File: src/rtl/mem_access_unit.sv
// RV32I memory-stage data-port initiator: word-aligned load/store requests, stall until mem_resp.
// Optional build macro MEM_MISALIGN_TRAP_EN suppresses misaligned SH/SW/LW and raises a one-cycle misalign flag.
package mem_access_pkg;
    typedef struct packed {
        logic [6:0] opcode;
    } ctrl_t;

    typedef struct packed {
        logic [31:0] alu;
        logic [31:0] rs2;
        logic [2:0]  funct3;
        ctrl_t       ctrl;
    } stage_regs;
endpackage

module mem_access_unit
    import mem_access_pkg::*;
(
    input  logic        clk,
    input  logic        rst,
    input  logic        valid_in,
    input  stage_regs   regs_in,
    input  logic        mem_resp,
    input  logic [31:0] mem_rdata,
    output logic        mem_read,
    output logic        mem_write,
    output logic [31:0] mem_address,
    output logic [3:0]  mem_byte_enable,
    output logic [31:0] mem_wdata,
    output logic [31:0] rdata_b,
    output logic        stall,
    output logic        misalign
);

    localparam logic [6:0] OP_LOAD  = 7'b0000011;
    localparam logic [6:0] OP_STORE = 7'b0100011;

    localparam logic [1:0] IDLE = 2'd0;
    localparam logic [1:0] BUSY = 2'd1;
    localparam logic [1:0] DONE = 2'd2;

    // Lane enables; SH at off=3 loses its upper lane to the 4-bit truncation.
    function automatic logic [3:0] calc_be(input logic is_load, input logic [2:0] f3,
                                           input logic [1:0] off);
        logic [3:0] be;
        if (is_load) begin
            be = 4'b1111;
        end else begin
            case (f3)
                3'b000:  be = 4'b0001 << off;
                3'b001:  be = 4'b0011 << off;
                default: be = 4'b1111;
            endcase
        end
        return be;
    endfunction

    function automatic logic [31:0] calc_wdata(input logic is_load, input logic [2:0] f3,
                                               input logic [31:0] rs2);
        logic [31:0] wd;
        if (is_load) begin
            wd = 32'd0;
        end else begin
            case (f3)
                3'b000:  wd = {4{rs2[7:0]}};
                3'b001:  wd = {2{rs2[15:0]}};
                default: wd = rs2;
            endcase
        end
        return wd;
    endfunction

    logic [1:0]  state_q, state_d;
    logic        rd_q, rd_d;
    logic        wr_q, wr_d;
    logic [31:0] addr_q, addr_d;
    logic [3:0]  be_q, be_d;
    logic [31:0] wdata_q, wdata_d;
    logic [31:0] rdata_q, rdata_d;

    logic is_load;
    logic is_store;
    logic req;
    logic req_mis;
    logic req_issue;

    assign is_load  = (regs_in.ctrl.opcode == OP_LOAD);
    assign is_store = (regs_in.ctrl.opcode == OP_STORE);
    assign req      = valid_in && (is_load || is_store);

`ifdef MEM_MISALIGN_TRAP_EN
    logic misalign_q, misalign_d;

    // LW and SW share funct3 010; halfword traps only for the store.
    assign req_mis = req && ((is_store && (regs_in.funct3 == 3'b001) && regs_in.alu[0]) ||
                             ((regs_in.funct3 == 3'b010) && (regs_in.alu[1:0] != 2'b00)));
    assign misalign_d = (state_q == IDLE) && req_mis;
    assign misalign   = misalign_q;

    always_ff @(posedge clk) begin
        if (rst) begin
            misalign_q <= 1'b0;
        end else begin
            misalign_q <= misalign_d;
        end
    end
`else
    assign req_mis  = 1'b0;
    assign misalign = 1'b0;
`endif

    assign req_issue = req && !req_mis;

    always_comb begin
        state_d = state_q;
        rd_d    = rd_q;
        wr_d    = wr_q;
        addr_d  = addr_q;
        be_d    = be_q;
        wdata_d = wdata_q;
        rdata_d = rdata_q;
        case (state_q)
            IDLE: begin
                if (req_issue) begin
                    state_d = BUSY;
                    rd_d    = is_load;
                    wr_d    = is_store;
                    addr_d  = {regs_in.alu[31:2], 2'b00};
                    be_d    = calc_be(is_load, regs_in.funct3, regs_in.alu[1:0]);
                    wdata_d = calc_wdata(is_load, regs_in.funct3, regs_in.rs2);
                end
            end
            BUSY: begin
                if (mem_resp) begin
                    state_d = DONE;
                    rd_d    = 1'b0;
                    wr_d    = 1'b0;
                    if (rd_q) begin
                        rdata_d = mem_rdata;
                    end
                end
            end
            DONE:    state_d = IDLE;
            default: state_d = IDLE;
        endcase
    end

    always_ff @(posedge clk) begin
        if (rst) begin
            state_q <= IDLE;
            rd_q    <= 1'b0;
            wr_q    <= 1'b0;
            addr_q  <= 32'd0;
            be_q    <= 4'd0;
            wdata_q <= 32'd0;
            rdata_q <= 32'd0;
        end else begin
            state_q <= state_d;
            rd_q    <= rd_d;
            wr_q    <= wr_d;
            addr_q  <= addr_d;
            be_q    <= be_d;
            wdata_q <= wdata_d;
            rdata_q <= rdata_d;
        end
    end

    assign stall           = ((state_q == IDLE) && req_issue) || (state_q == BUSY);
    assign mem_read        = rd_q;
    assign mem_write       = wr_q;
    assign mem_address     = addr_q;
    assign mem_byte_enable = be_q;
    assign mem_wdata       = wdata_q;
    assign rdata_b         = rdata_q;

endmodule

File: config.mk
export PLATFORM = sky130hd
export DESIGN_NAME = mem_access_unit
export DESIGN_NICKNAME = d
export VERILOG_FILES = /design/src/rtl/mem_access_unit.sv
export SDC_FILE = /design/constraint.sdc
export NUM_CORES = 1
export LEC_CHECK = 0
export CAP_MARGIN = 30
export CORE_ASPECT_RATIO = 1.5
export CORE_MARGIN = 4
export CORE_UTILIZATION = 40
export CTS_BUF_LIST = sky130_fd_sc_hd__clkbuf_4
export CTS_CLUSTER_DIAMETER = 150
export DETAILED_ROUTE_END_ITERATION = 8
export GPL_ROUTABILITY_DRIVEN = 0
export GPL_TIMING_DRIVEN = 0
export MAX_ROUTING_LAYER = met4
export PLACE_DENSITY = 0.78
export SETUP_SLACK_MARGIN = 0.05
export SKIP_CTS_REPAIR_TIMING = 1
export SLEW_MARGIN = 20
export SYNTH_ARGS = -nofsm -noshare
export SYNTH_HDL_FRONTEND = slang
export SYNTH_SLANG_ARGS = --single-unit
File: constraint.sdc
create_clock -name clk -period 1.8 [get_ports clk]
set_input_delay 0.27 -clock clk [delete_from_list [all_inputs] [get_ports clk]]
set_output_delay 0.27 -clock clk [all_outputs]
set_load 0.005 [all_outputs]
==> flow_summary_export.csv <==
group,metric,value,unit
route,wl,16.7,mm
synth,synth_adder_area_share,0,%
route,drt-wirelength-per-cell,18.2,µm
sta,rsz0062_at_grt,"true",
synth,synthXorXnorAreaFrac,0,%
route,vias,5079,
sta,drv_slew,0,
synth,ys_warn_count,0,
global_route,grt_pass1_vias,5176,
synth,seq_area_frac_synth,43.5,%
synth,synthCells,531,
critical_path,reg2reg_depth,6,
clock_network,cts.sinks,102,
synth,synth.mux.area_fraction,1.71,%
clock_network,cts_htree_levels,3,
floorplanning,start_util,40.9,%
place,placed_cells_incl_taps,890,
critical_path,cp.arrival,1520,ps
clock_network,clkLatencyLatePin,440,ps
final_layout,utilization,62.9,%
clock_network,clk_pin_slew,160,ps
sta,period_share,99.2,%
synth,async_flop_share,0,%
sta,setup_viol,0,
sta,maxSlewHeadroom,63.2,%
synth,syn_area_per_cell,8.84,µm²
floorplanning,die_area,13600,µm²
final_layout,layout-drive-gt1-share,10.2,%
place,port_buffers,207,
synth,synth_ff_type,"dfxtp_1",
route,drt_iter0_markers,198,
route,drtPass1Iterations,4,
place,dpl.hpwl,12.8,mm
route,drc,0,
sta,finalHoldViolCount,0,
floorplanning,coreArea,11500,µm²
synth,synth_cell_types,46,
power,ir_worst_vdd,372,µV
global_route,antenna_found_initial,1,
floorplanning,rows,48,
power,finalPower,3.96,mW
synth,synth-seq-cells,102,
synth,yosys.area_share.simple,20.0,%
clock_network,clockRootBuffer,"clkbuf_4",
synth,synth_top_family_by_area,"compound AO/OA/AOI/OAI gates",
sta,skew,12.1,ps
hold_path,hold_depth,3,
power,power_leakage,2.36,nW
critical_path,end_kind,"primary output",
critical_path,worstPathRequired,1530,ps
final_layout,nets,870,
flow_run,cap_violations,0,
route,ant_nets,0,
clock_network,max-clock-path-buffers,2,
final_layout,finalNonFillerCells,916,
synth,synth_top_area_share,43.5,%
floorplanning,ioPinCount,214,
critical_path,cp-start-kind,"primary input",
synth,synth-edff-count,0,
synth,yosys-top-cells-count,"102 x dfxtp_1, 71 x a21oi_1, 64 x nand2_1, 46 x o31ai_1, 39 x clkbuf_1",
final_layout,area_delta_synth_final,53.6,%
hold_path,hold_path_class,"primary input to register",
floorplanning,die_h,141,µm
global_route,grtUsageTotal,24.4,%
sta,tightest_slew,553,ps
synth,yosys-top-cells-area,"dfxtp_1 43%, a21oi_1 7.6%, o31ai_1 7.4%, nand2_1 5.1%, nand4_1 4.0%",
floorplanning,dieWidth,96.5,µm
clock_network,cts-buffers-inserted,9,
synth,synth.most_common_cell,"dfxtp_1",
critical_path,rrSetupSlack,80,ps
global_route,grt_max_degree,18,
critical_path,critPathMaxFanout,8,
sta,fmax,0.560,GHz
critical_path,crit_type,"primary input to primary output",
global_route,grt_pass1_wl,25.4,mm
sta,fin_crit,1790,ps
power,p_per_area,550,nW/µm²
synth,synth.largest_area_cell,"dfxtp_1",
status,status,"finished, final reports clean",
synth,synth_compound_area_share,27.2,%
global_route,grt-ovfl-total,0,
synth,syn_area,4690,µm²
sta,tns,0,ps
clock_network,cts_tree,"done",
route,vias_per_cell,5.54,
==> worst max-delay path, stage by stage <==
cell and delay (ps):
clkdlybuf4s50_1 470, and4b_1 210, buf_6 140, nand3_4 90
buf_8 150, o21ai_2 40, buf_2 140
==> stage by stage <==
step	hold WS (ps)	setup slack (ps)	instance area (µm²)
4_1_cts	323	-990	7080
3_3_place_gp	442	-770	6960
5_1_grt	303	-57.5	7210
6_report	353	13.7	7210
2_1_floorplan	406	308	4700
3_5_place_dp	447	-785	6960
==> cell families (layout without fill, tap and decap cells) <==
family          count (synthesis)  in the layout
mux                             8              8
compound gates                186            186
flops                         102            102
buf+inv                        72            304
simple gates                  162            162
other cells                     1              4
==> where the power goes <==
part           total (mW)  internal (mW)  switching [mW]
Combinational       0.608          0.312           0.296
Sequential           2.27           2.26         0.00325
Clock                1.09          0.289           0.801
Total                3.96           2.86            1.10
==> flip-flops by register name, summed over array words and instances (netlist names) <==
signal / cells
mem_address: 30
mem_byte_enable: 4
mem_read: 1
mem_wdata: 32
mem_write: 1
rdata_b: 32
state_q: 2
==> cell type report <==
cell class	count	area [µm²]
antenna	1	2.50
buffer	68	345
clock buffer	9	67.6
clock inverter	7	47.5
fill	1000	4260
inverter	2	7.51
multi-input combinational	359	2350
sequential	102	2050
tap	150	188
timing repair buffer	218	2150
==> routing by layer <==
metal | track usage, % | part of all wire [%] | up-vias
li1 | - | - | 2466
met1 | 25.8 | 38 | 2376
met2 | 42.9 | 52 | 196
met3 | 4.48 | 6.4 | 41
met4 | 10.8 | 3.6 | 0
met5 | - | 0 | -
==> final timing paths <==
kind / from / endpoint
worst max-delay path: regs_in[0] / stall
worst min-delay path: mem_rdata[11] / rdata_b[11]$_SDFFE_PP0P_
worst max register to register: state_q[0]$_SDFFE_PP0P_ / mem_wdata[11]$_SDFFE_PP0P_
worst min register to register: rdata_b[18]$_SDFFE_PP0P_ / rdata_b[18]$_SDFFE_PP0P_
==> placed cells by master (no fill, tap or decap), types with 2 or more instances in the layout <==
| cell | count |
|---|---|
| a211oi_1 | 12 |
| a21oi_1 | 71 |
| a31o_1 | 6 |
| a31o_2 | 2 |
| a31oi_1 | 4 |
| a41o_1 | 2 |
| and4b_1 | 2 |
| buf_1 | 2 |
| buf_2 | 16 |
| buf_4 | 16 |
| buf_6 | 5 |
| clkbuf_1 | 39 |
| clkbuf_4 | 10 |
| clkdlybuf4s50_1 | 205 |
| clkinv_2 | 2 |
| conb_1 | 3 |
| dfxtp_1 | 100 |
| dfxtp_4 | 2 |
| inv_1 | 2 |
| inv_6 | 2 |
| mux2i_1 | 8 |
| nand2_1 | 64 |
| nand3b_1 | 9 |
| nand4_1 | 30 |
| nand4b_1 | 2 |
| nor2_1 | 15 |
| nor2b_1 | 9 |
| nor3_1 | 2 |
| nor4_1 | 3 |
| nor4_2 | 6 |
| nor4b_1 | 8 |
| o2111ai_1 | 8 |
| o311ai_1 | 15 |
| o31a_1 | 8 |
| o31ai_1 | 42 |
| o31ai_2 | 4 |
| o41ai_1 | 8 |
(Power assumes the default switching activity.)
